## src/rtl/gapu_pkg.sv

```systemverilog
// -----------------------------------------------------------------------------
// gapu_pkg
// Shared constants and types for the GAPU result drain.
//   GA_DIM  : basis blades per multivector (one output beat per blade)
//   BLADE_W : blade index width
//   DATA_W  : coefficient width (FP32 bit pattern, never interpreted)
//   bank_state_t : life cycle of one ping-pong bank
// -----------------------------------------------------------------------------
package gapu_pkg;

  localparam int GA_DIM  = 32;
  localparam int BLADE_W = 5;
  localparam int DATA_W  = 32;

  localparam logic [1:0] BANK_EMPTY = 2'd0;
  localparam logic [1:0] BANK_FILL  = 2'd1;
  localparam logic [1:0] BANK_FULL  = 2'd2;
  localparam logic [1:0] BANK_DRAIN = 2'd3;

  typedef enum logic [1:0] {
    ST_EMPTY = BANK_EMPTY,
    ST_FILL  = BANK_FILL,
    ST_FULL  = BANK_FULL,
    ST_DRAIN = BANK_DRAIN
  } bank_state_t;

  // One-hot mask bit for a blade index.
  function automatic logic [GA_DIM-1:0] blade_onehot(input logic [BLADE_W-1:0] blade);
    logic [GA_DIM-1:0] oh;
    oh        = '0;
    oh[blade] = 1'b1;
    return oh;
  endfunction

endpackage

```

## src/rtl/gapu_result_drain_if.sv

```systemverilog
// -----------------------------------------------------------------------------
// gapu_result_drain_if
// Bundles the core writeback port, the output beat stream and the sticky
// error flags of the result drain.
//   slave  : drain side (consumes writeback, produces the stream)
//   master : environment side (core + downstream sink)
// -----------------------------------------------------------------------------
interface gapu_result_drain_if;
  import gapu_pkg::*;

  // core writeback
  logic               wr_en;
  logic [BLADE_W-1:0] wr_addr;
  logic [DATA_W-1:0]  wr_data;
  logic               wr_done;
  logic               wr_ready;
  // output stream
  logic               m_valid;
  logic               m_ready;
  logic [DATA_W-1:0]  m_data;
  logic [BLADE_W-1:0] m_blade;
  logic               m_last;
  // sticky status
  logic               err_incomplete;
  logic               err_overflow;

  modport slave (
    input  wr_en, wr_addr, wr_data, wr_done, m_ready,
    output wr_ready, m_valid, m_data, m_blade, m_last,
           err_incomplete, err_overflow
  );

  modport master (
    output wr_en, wr_addr, wr_data, wr_done, m_ready,
    input  wr_ready, m_valid, m_data, m_blade, m_last,
           err_incomplete, err_overflow
  );

endinterface

```

## src/rtl/gapu_result_bank.sv

```systemverilog
// -----------------------------------------------------------------------------
// gapu_result_bank
// One ping-pong bank: GA_DIM x DATA_W storage, written-blade mask, and the
// EMPTY/FILL/FULL/DRAIN state machine. All controls arrive pre-qualified from
// the top (a strobe here means "this bank, and it is allowed").
// Ports:
//   clk, rst_n          : clock, asynchronous active-low reset
//   i_wr_en/addr/data   : accepted coefficient write
//   i_wr_done           : accepted product close
//   i_drain_start       : FULL -> DRAIN
//   i_drain_end         : last beat accepted, DRAIN -> EMPTY
//   i_rd_addr           : blade to present on o_rd_data
//   o_state             : current bank state
//   o_close_complete    : mask including this cycle's write is all ones
//   o_rd_data           : stored coefficient, or 0 for an unwritten blade
// -----------------------------------------------------------------------------
module gapu_result_bank
  import gapu_pkg::*;
(
  input  logic               clk,
  input  logic               rst_n,
  input  logic               i_wr_en,
  input  logic [BLADE_W-1:0] i_wr_addr,
  input  logic [DATA_W-1:0]  i_wr_data,
  input  logic               i_wr_done,
  input  logic               i_drain_start,
  input  logic               i_drain_end,
  input  logic [BLADE_W-1:0] i_rd_addr,
  output bank_state_t        o_state,
  output logic               o_close_complete,
  output logic [DATA_W-1:0]  o_rd_data
);

  bank_state_t       r_state;
  bank_state_t       w_state_next;
  logic [GA_DIM-1:0] r_mask;
  logic [GA_DIM-1:0] w_mask_base;
  logic [GA_DIM-1:0] w_mask_wr;
  logic [DATA_W-1:0] r_mem [GA_DIM];

  // Storage is not reset: the mask alone decides what is valid, so a reset
  // (which clears the mask) discards contents without touching the array.
  always_ff @(posedge clk) begin
    if (i_wr_en) begin
      r_mem[i_wr_addr] <= i_wr_data;
    end
  end

  always_ff @(posedge clk or negedge rst_n) begin
    if (!rst_n) begin
      r_state <= ST_EMPTY;
      r_mask  <= '0;
    end else begin
      r_state <= w_state_next;
      r_mask  <= i_drain_end ? '0 : w_mask_wr;
    end
  end

  always_comb begin
    // An EMPTY bank starts a fresh product, so its old mask never counts.
    w_mask_base = (r_state == ST_EMPTY) ? '0 : r_mask;
    w_mask_wr   = w_mask_base | (i_wr_en ? blade_onehot(i_wr_addr) : '0);

    w_state_next = r_state;
    unique case (r_state)
      ST_EMPTY: begin
        if (i_wr_done)    w_state_next = ST_FULL;
        else if (i_wr_en) w_state_next = ST_FILL;
      end
      ST_FILL:  if (i_wr_done)     w_state_next = ST_FULL;
      ST_FULL:  if (i_drain_start) w_state_next = ST_DRAIN;
      ST_DRAIN: if (i_drain_end)   w_state_next = ST_EMPTY;
      default:  w_state_next = ST_EMPTY;
    endcase
  end

  assign o_state          = r_state;
  assign o_close_complete = &w_mask_wr;
  assign o_rd_data        = r_mask[i_rd_addr] ? r_mem[i_rd_addr] : '0;

endmodule

```

## src/rtl/gapu_result_drain.sv

```systemverilog
// -----------------------------------------------------------------------------
// gapu_result_drain
// Captures the product core's blade-indexed result writeback into one of two
// banks and streams the finished multivector out as GA_DIM valid/ready beats
// (blade 0 first, m_last on the final blade). While one bank drains the core
// may fill the other.
// Ports:
//   clk   : clock
//   rst_n : asynchronous active-low reset, discards all buffered data
//   bus   : gapu_result_drain_if.slave (writeback, stream, error flags)
// -----------------------------------------------------------------------------
module gapu_result_drain
  import gapu_pkg::*;
(
  input  logic               clk,
  input  logic               rst_n,
  gapu_result_drain_if.slave bus
);

  // bank selection and output register
  logic               r_fill_sel;
  logic               r_drain_sel;
  logic [BLADE_W-1:0] r_beat;       // index of the next beat to load
  logic               r_m_valid;
  logic [DATA_W-1:0]  r_m_data;
  logic [BLADE_W-1:0] r_m_blade;
  logic               r_m_last;
  logic               r_err_incomplete;
  logic               r_err_overflow;

  // per-bank wiring
  bank_state_t        w_state          [2];
  logic [DATA_W-1:0]  w_rd_data        [2];
  logic               w_close_complete [2];
  logic [BLADE_W-1:0] w_rd_addr        [2];
  logic [1:0]         w_bank_wr;
  logic [1:0]         w_bank_close;
  logic [1:0]         w_bank_dstart;
  logic [1:0]         w_bank_dend;

  logic w_fill_ok;
  logic w_wr_accept;
  logic w_close;
  logic w_fire;
  logic w_last_fire;
  logic w_chain;
  logic w_idle_start;
  logic w_idle_load;

  // Fill side: only an EMPTY/FILL bank takes writeback.
  assign w_fill_ok   = (w_state[r_fill_sel] == ST_EMPTY) || (w_state[r_fill_sel] == ST_FILL);
  assign w_wr_accept = bus.wr_en   && w_fill_ok;
  assign w_close     = bus.wr_done && w_fill_ok;

  // Drain side. While r_m_valid is high the drain bank is in DRAIN, so an
  // idle output with a DRAIN bank means it entered DRAIN last cycle.
  assign w_fire       = r_m_valid && bus.m_ready;
  assign w_last_fire  = w_fire && r_m_last;
  assign w_chain      = w_last_fire && (w_state[~r_drain_sel] == ST_FULL);
  assign w_idle_start = !r_m_valid && (w_state[r_drain_sel] == ST_FULL);
  assign w_idle_load  = !r_m_valid && (w_state[r_drain_sel] == ST_DRAIN);

  for (genvar gi = 0; gi < 2; gi++) begin : g_bank
    logic w_is_fill;
    logic w_is_drain;

    assign w_is_fill  = (r_fill_sel  == 1'(gi));
    assign w_is_drain = (r_drain_sel == 1'(gi));

    assign w_bank_wr[gi]     = w_wr_accept && w_is_fill;
    assign w_bank_close[gi]  = w_close     && w_is_fill;
    // A chained start targets the bank that is not currently draining.
    assign w_bank_dstart[gi] = (w_idle_start && w_is_drain) || (w_chain && !w_is_drain);
    assign w_bank_dend[gi]   = w_last_fire && w_is_drain;
    // The waiting bank is parked on blade 0 so it can be loaded with no bubble.
    assign w_rd_addr[gi]     = w_is_drain ? r_beat : '0;

    gapu_result_bank u_bank (
      .clk              (clk),
      .rst_n            (rst_n),
      .i_wr_en          (w_bank_wr[gi]),
      .i_wr_addr        (bus.wr_addr),
      .i_wr_data        (bus.wr_data),
      .i_wr_done        (w_bank_close[gi]),
      .i_drain_start    (w_bank_dstart[gi]),
      .i_drain_end      (w_bank_dend[gi]),
      .i_rd_addr        (w_rd_addr[gi]),
      .o_state          (w_state[gi]),
      .o_close_complete (w_close_complete[gi]),
      .o_rd_data        (w_rd_data[gi])
    );
  end

  always_ff @(posedge clk or negedge rst_n) begin
    if (!rst_n) begin
      r_fill_sel       <= 1'b0;
      r_drain_sel      <= 1'b0;
      r_beat           <= '0;
      r_m_valid        <= 1'b0;
      r_m_data         <= '0;
      r_m_blade        <= '0;
      r_m_last         <= 1'b0;
      r_err_incomplete <= 1'b0;
      r_err_overflow   <= 1'b0;
    end else begin
      if (w_close) begin
        r_fill_sel <= ~r_fill_sel;
      end

      if ((bus.wr_en || bus.wr_done) && !w_fill_ok) begin
        r_err_overflow <= 1'b1;
      end
      if (w_close && !w_close_complete[r_fill_sel]) begin
        r_err_incomplete <= 1'b1;
      end

      if (w_idle_load) begin
        r_m_valid <= 1'b1;
        r_m_data  <= w_rd_data[r_drain_sel];
        r_m_blade <= '0;
        r_m_last  <= 1'b0;
        r_beat    <= BLADE_W'(1);
      end else if (w_last_fire) begin
        r_drain_sel <= ~r_drain_sel;
        if (w_chain) begin
          // back-to-back products: blade 0 of the other bank follows at once
          r_m_valid <= 1'b1;
          r_m_data  <= w_rd_data[~r_drain_sel];
          r_m_blade <= '0;
          r_m_last  <= 1'b0;
          r_beat    <= BLADE_W'(1);
        end else begin
          r_m_valid <= 1'b0;
          r_beat    <= '0;
        end
      end else if (w_fire) begin
        r_m_data  <= w_rd_data[r_drain_sel];
        r_m_blade <= r_beat;
        r_m_last  <= (r_beat == BLADE_W'(GA_DIM - 1));
        r_beat    <= r_beat + BLADE_W'(1);
      end
    end
  end

  assign bus.wr_ready       = w_fill_ok;
  assign bus.m_valid        = r_m_valid;
  assign bus.m_data         = r_m_data;
  assign bus.m_blade        = r_m_blade;
  assign bus.m_last         = r_m_last;
  assign bus.err_incomplete = r_err_incomplete;
  assign bus.err_overflow   = r_err_overflow;

endmodule

```

## src/flat_wrapper.sv

```systemverilog
// flat-port wrapper written by rule: the top's interface ports become plain ports
module gapu_result_drain_flat import gapu_pkg::*;
  (clk, rst_n, bus_wr_en, bus_wr_addr, bus_wr_data, bus_wr_done, bus_m_ready, bus_wr_ready, bus_m_valid, bus_m_data, bus_m_blade, bus_m_last, bus_err_incomplete, bus_err_overflow);
  gapu_result_drain_if bus_i ();
  input  logic clk;
  input  logic rst_n;
  input wire logic [$bits(bus_i.wr_en)-1:0] bus_wr_en;
  input wire logic [$bits(bus_i.wr_addr)-1:0] bus_wr_addr;
  input wire logic [$bits(bus_i.wr_data)-1:0] bus_wr_data;
  input wire logic [$bits(bus_i.wr_done)-1:0] bus_wr_done;
  input wire logic [$bits(bus_i.m_ready)-1:0] bus_m_ready;
  output wire logic [$bits(bus_i.wr_ready)-1:0] bus_wr_ready;
  output wire logic [$bits(bus_i.m_valid)-1:0] bus_m_valid;
  output wire logic [$bits(bus_i.m_data)-1:0] bus_m_data;
  output wire logic [$bits(bus_i.m_blade)-1:0] bus_m_blade;
  output wire logic [$bits(bus_i.m_last)-1:0] bus_m_last;
  output wire logic [$bits(bus_i.err_incomplete)-1:0] bus_err_incomplete;
  output wire logic [$bits(bus_i.err_overflow)-1:0] bus_err_overflow;
  assign bus_i.wr_en = bus_wr_en;
  assign bus_i.wr_addr = bus_wr_addr;
  assign bus_i.wr_data = bus_wr_data;
  assign bus_i.wr_done = bus_wr_done;
  assign bus_i.m_ready = bus_m_ready;
  assign bus_wr_ready = bus_i.wr_ready;
  assign bus_m_valid = bus_i.m_valid;
  assign bus_m_data = bus_i.m_data;
  assign bus_m_blade = bus_i.m_blade;
  assign bus_m_last = bus_i.m_last;
  assign bus_err_incomplete = bus_i.err_incomplete;
  assign bus_err_overflow = bus_i.err_overflow;
  gapu_result_drain u_core (.clk(clk), .rst_n(rst_n), .bus(bus_i));
endmodule
```

## config.mk

```make
export PLATFORM = sky130hd
export DESIGN_NAME = gapu_result_drain_flat
export DESIGN_NICKNAME = d
export VERILOG_FILES = /design/src/rtl/gapu_pkg.sv /design/src/rtl/gapu_result_drain_if.sv /design/src/rtl/gapu_result_bank.sv /design/src/rtl/gapu_result_drain.sv /design/src/flat_wrapper.sv
export SDC_FILE = /design/constraint.sdc
export NUM_CORES = 2
export LEC_CHECK = 0
export CORE_MARGIN = 4
export CORE_UTILIZATION = 51
export DETAILED_ROUTE_END_ITERATION = 10
export PLACE_DENSITY = 0.65
export SKIP_LAST_GASP = 1
export SYNTH_ARGS = -nofsm -noshare
export SYNTH_HDL_FRONTEND = slang
export SYNTH_HIERARCHICAL = 1
export SYNTH_SLANG_ARGS = --single-unit
export TNS_END_PERCENT = 100
```

## constraint.sdc

```tcl
create_clock -name clk -period 6.6 [get_ports clk]
set_input_delay 1.98 -clock clk [delete_from_list [all_inputs] [get_ports clk]]
set_output_delay 1.98 -clock clk [all_outputs]
set_load 0.005 [all_outputs]
```

# [Word level (Yosys, flattened, before mapping)]
# Memory sizes are Yosys's and may differ from the RTL's.
# Index checks and enable logic that the tools add are counted.
# W data, S select, Z words.
[word_totals] register_bits=116 mem_bits_rw=2048 output_inout_bits=42 n_memories=2
[classes] add_sub_neg=1 order_cmp=7 eq_ne=20 muxes=69 bitwise=8 reduce_logical=39
[mem_list] name="u_core.g_bank[0].u_bank.r_mem" depth=32 word_bits=32 rd=1 rd_ports_with_merged_regs=0 wr=1 line_no="gapu_result_bank.sv:39" rtl="logic [DATA_W-1:0] r_mem [GA_DIM];"
[mem_list] name="u_core.g_bank[1].u_bank.r_mem" depth=32 word_bits=32 rd=1 rd_ports_with_merged_regs=0 wr=1 line_no="gapu_result_bank.sv:39"
[ops] op="$mux W32" n=18
[ops] op="$or A32 B32 Y32" n=2
[ops] op="$reduce_and A32 Y1" n=2
[ops] op="$mux W5" n=9
[ops] op="$mux W2" n=19
[ops] op="$logic_and A1 B1 Y1" n=20
[ops] op="$lt A5 B6 Y1 const B" n=3
[ops] op="$mux W1" n=18
[ops] op="$pmux W2 S4" n=2
[ops] op="$eq A2 B2 Y1 const B" n=7
[ops] op="$ne A2 B2 Y1 const B" n=6
[ops] op="$bmux W1 S5" n=2
[ops] op="$ne A3 B3 Y1 const B" n=3
[ops] op="$reduce_and A4 Y1" n=2
[ops] op="$eq A2 B1 Y1 const B" n=3
[ops] op="$ge A2 B2 Y1 const B" n=3
[ops] op="$logic_not A2 Y1" n=3
[ops] op="$not A1 Y2" n=3
[ops] op="$add A5 B1 Y5 const B" n=1
[ops] op="$demux W1 S5" n=1
[ops] op="$eq A5 B5 Y1 const B" n=1
[ops] op="$ge A5 B1 Y1 const B" n=1
[ops] op="$logic_not A1 Y1" n=4
[ops] op="$logic_or A1 B1 Y1" n=4
[ops] op="4 further kinds" n=7

# [Depth between registers and ports, before layout]
[logic_depth] depth_word=16 ltp_mapped=14

# [Modules after synthesis]
# Netlist, hierarchy kept.
[modules_own_cells] module="gapu_result_bank (u_core.g_bank[1].u_bank)" instances=1 cells_each=2170 area_per_inst_um2=41728.8
[modules_own_cells] module="gapu_result_bank (u_core.g_bank[0].u_bank)" instances=1 cells_each=2168 area_per_inst_um2=41598.6
[modules_own_cells] module="gapu_result_drain" instances=1 cells_each=210 area_per_inst_um2=2706.3

# [Least setup slack after synthesis]
# Ideal clock, no wire load.
[synth_path] path_kind="input port to flip-flop" from="input bus_wr_en" to="register u_core.r_err_incomplete (netlist: u_core/bus.err_incomplete)" t_arrival_ps=5952 required_ps=6476 path_slack_ps=524 stages=9 cell_sequence="nor3b_1 buf_4 nand3b_1 nor3_1 a22oi_1 a2111oi_0 and4_1 inv_1 a211o_1"
[synth_lines] element="start, declared" line_no="flat_wrapper.sv:7" rtl="input wire logic [$bits(bus_i.wr_en)-1:0] bus_wr_en;"
[synth_lines] element="end signal, assigned" line_no="gapu_result_drain.sv:103" rtl="r_err_incomplete <= 1'b0;"
[synth_lines] element="end signal, assigned" line_no="gapu_result_drain.sv:114" rtl="r_err_incomplete <= 1'b1;"
[synth_lines] element="end, declared" line_no="gapu_result_drain.sv:28" rtl="logic r_err_incomplete;"

==> results.json <==
{
  "drv_slew": 0,
  "setup_ws_ps": 1560,
  "hold_violations": 0,
  "via_count": 45422,
  "synthCells": 4548,
  "clockBufferDepth": 3,
  "grt_pass1_wl_um": 314000,
  "io_buffers": 83,
  "final_area_um2": 96300,
  "synthDominantCellAreaShare_pct": 71.5,
  "crit_path_end_kind": "flip-flop",
  "fmaxAchievable_ghz": 0.198,
  "post-layout-total-power_w": 0.0372,
  "dpl.hpwl_um": 119000,
  "grt_usage_pct": 24.7,
  "worstMarginPinSlew_ps": 1300,
  "clk_latency_ps": 850,
  "clock_sinks": 2164,
  "p_leak_nw": 30.8,
  "drt-total-wl_um": 216000,
  "fin_crit_ps": 5040,
  "ys_seq_area_share_pct": 74.9,
  "grt_overflow": 0,
  "viasPerCell": 6.42,
  "postCtsSetupBuffers": 0,
  "antenna_left": 0,
  "tns_ps": 0,
  "synth_nets": 4600,
  "postCtsHoldBufs": 0,
  "drtPass1Iterations": 8,
  "yosysMostFrequentCell": "edfxtp_1",
  "gp_congestion": 0.837,
  "cts_tree": "built",
  "max_slew_margin_pct": 13.1,
  "post_drt_wl_per_cell_um": 30.6,
  "finalNetCount": 4743,
  "startpoint_type": "primary input",
  "dpl_cell_area_um2": 89400,
  "status": "completed",
  "antenna_found_initial": 8,
  "yosysUniqueCellTypes": 72,
  "synthArstFlopShare_pct": 5.36,
  "multi_input_area_um2": 20300,
  "cp_data_required_time_ps": 7330,
  "finalSetupViolations": 0,
  "cts_resized": 0,
  "yosysWarnings": 6,
  "num-fill-cells": 12412,
  "arrival_ps": 5770,
  "synth_area_per_cell_um2": 18.9,
  "drc_errors": 0,
  "netlist_top_cells_count": "edfxtp_1 (2048), mux2i_1 (528), mux4_2 (268)",
  "synth_edf_count": 2048,
  "ir_drop_mv": 0.366,
  "cp_max_fo": 10,
  "initial_core_util_pct": 51.4,
  "fin_crit_sh_pct": 76.4,
  "area_delta_synth_final_pct": 12.0,
  "regArea_um2": 64400,
  "p_per_area_nw_per_um2": 386,
  "cts_made_buffers": 211,
  "synth_seq_cells": 2164,
  "ys.flop_type": "edfxtp_1",
  "synth_area_leaders": "edfxtp_1 (71%), mux4_2 (7.0%), mux2i_1 (6.1%)",
  "die_h_um": 419,
  "skew_ps": 43.5,
  "path_class": "primary input to flip-flop",
  "rsz0062_at_grt": "no",
  "drive_gt1_share_pct": 18.8,
  "drt_iter0_drc": 4658,
  "htreeDepth": 4,
  "final_core_util_pct": 57.5,
  "dpl_worst_slack_ps": 861,
  "yosysTopAreaCell": "edfxtp_1",
  "core_um2": 167000,
  "syn_area_um2": 86000,
  "ioPinCount": 84,
  "dieArea_um2": 175000,
  "drv_cap": 0,
  "fp-row-count": 150,
  "path_clk_slew_ps": 60,
  "grt_max_degree": 131,
  "root_buffer": "clkbuf_16",
  "first_global_vias": 45232,
  "dieWidth_um": 419,
  "holdCritPathClass": "flip-flop to flip-flop"
}
## metrics by stage
step,hold slack (ps),instances
after floorplan,461,4548
after global placement,467,6682
after detailed placement,478,6682
after CTS,505,7077
after global routing,513,7077
final,496,7079
## critical path: stages
cell and delay [ps]:
clkdlybuf4s50_1 490, nor3b_1 960, nand3b_1 790, o31ai_1 450, a22oi_1 100, a2111oi_0 400, and4_1 270, inv_1 60
a211o_1 250
## placed cells by master (no fill, tap or decap), drive strengths merged, types with 5 or more instances in the layout
| cell type | Yosys | final |
|---|---|---|
| a221oi | 259 | 259 |
| clkinvlp | 0 | 5 |
| a22oi | 71 | 71 |
| nand2b | 6 | 6 |
| and3 | 76 | 76 |
| nor3 | 80 | 80 |
| a21o | 6 | 6 |
| nand2 | 24 | 24 |
| nor2b | 43 | 43 |
| a31oi | 8 | 8 |
| inv | 23 | 27 |
| mux4 | 268 | 268 |
| buf | 163 | 167 |
| mux2i | 528 | 528 |
| nand3 | 75 | 75 |
| o21bai | 5 | 5 |
| nand3b | 15 | 15 |
| bufinv | 0 | 20 |
| mux2 | 68 | 68 |
| clkdlybuf4s50 | 0 | 50 |
| o21a | 27 | 27 |
| dfrtp | 116 | 116 |
| and2 | 28 | 28 |
| nor2 | 141 | 141 |
| o21ai | 139 | 139 |
| and3b | 6 | 6 |
| edfxtp | 2048 | 2048 |
| clkbuf | 124 | 264 |
| ha | 10 | 10 |
| o211ai | 6 | 6 |
| a21oi | 124 | 124 |
| nor3b | 8 | 8 |
| clkinv | 2 | 104 |
## layout make-up
class                           instances  share of cell area (%)
Inverter                               25                   0.100
Tap cell                             2204                    2.86
Sequential cell                      2164                    66.9
Clock inverter                        131                    1.43
Clock buffer                          264                    5.79
Multi-Input combinational cell       2072                    21.1
Timing Repair Buffer                  217                    1.88
Antenna cell                            2                 0.00520
## power breakdown
part	switching (W)	total (W)	leakage, nW	internal, W
clock network	0.00515	0.0120	3.39	0.00681
logic	0.00583	0.00963	7.45	0.00379
registers	0.000296	0.0156	20.0	0.0153
## state kept, by name (all words and copies together), names as in the netlist
register,cells
u_core/g_bank.u_bank/r_mem,2048
u_core/g_bank.u_bank/r_mask,64
u_core/bus.m_data,32
u_core/bus.m_blade,5
u_core/r_beat,5
u_core/g_bank.u_bank/o_state,4
u_core/bus.err_incomplete,1
u_core/bus.err_overflow,1
u_core/bus.m_last,1
u_core/bus.m_valid,1
u_core/g_bank.w_is_drain,1
u_core/g_bank.w_is_fill,1
## worst paths after layout
check / from / to / slack (ps) / cells past startpoint
worst max-delay path: bus_wr_en / u_core/bus.err_incomplete / 1560 / 9
worst min-delay path: u_core/bus.err_overflow / u_core/bus.err_overflow / 500 / 1
worst max register to register: u_core/g_bank[1].w_is_drain / u_core/bus.m_data[30] / 1690 / 9
worst min register to register: u_core/bus.err_overflow / u_core/bus.err_overflow / 500 / 1
max in group asynchronous: rst_n / u_core/g_bank[0].u_bank/r_mask[19] / 4300 / 2
min in group asynchronous: rst_n / u_core/g_bank[1].u_bank/r_mask[18] / 1210 / 1
## per-layer routing
layer | up-vias | routed length, µm | track usage [%]
met1 | 23999 | 91900 | 36.6
met5 | - | 23 | 0
met4 | 4 | 6510 | 7.49
met2 | 2034 | 101000 | 37.9
met3 | 329 | 17300 | 4.40
li1 | 19056 | - | -
## kinds of logic after synthesis
| kind of cell | share of synthesized area, % |
|---|---|
| AO/OA/AOI/OAI | 5.46 |
| AND/OR/NAND/NOR | 3.32 |
| buffers and inverters | 2.02 |
| adder cells (fa/ha/maj) | 0.145 |
| XOR/XNOR | 0.0102 |
| multiplexers | 14.2 |
| flip-flops | 74.9 |
Power figures use the tool's default switching activity.
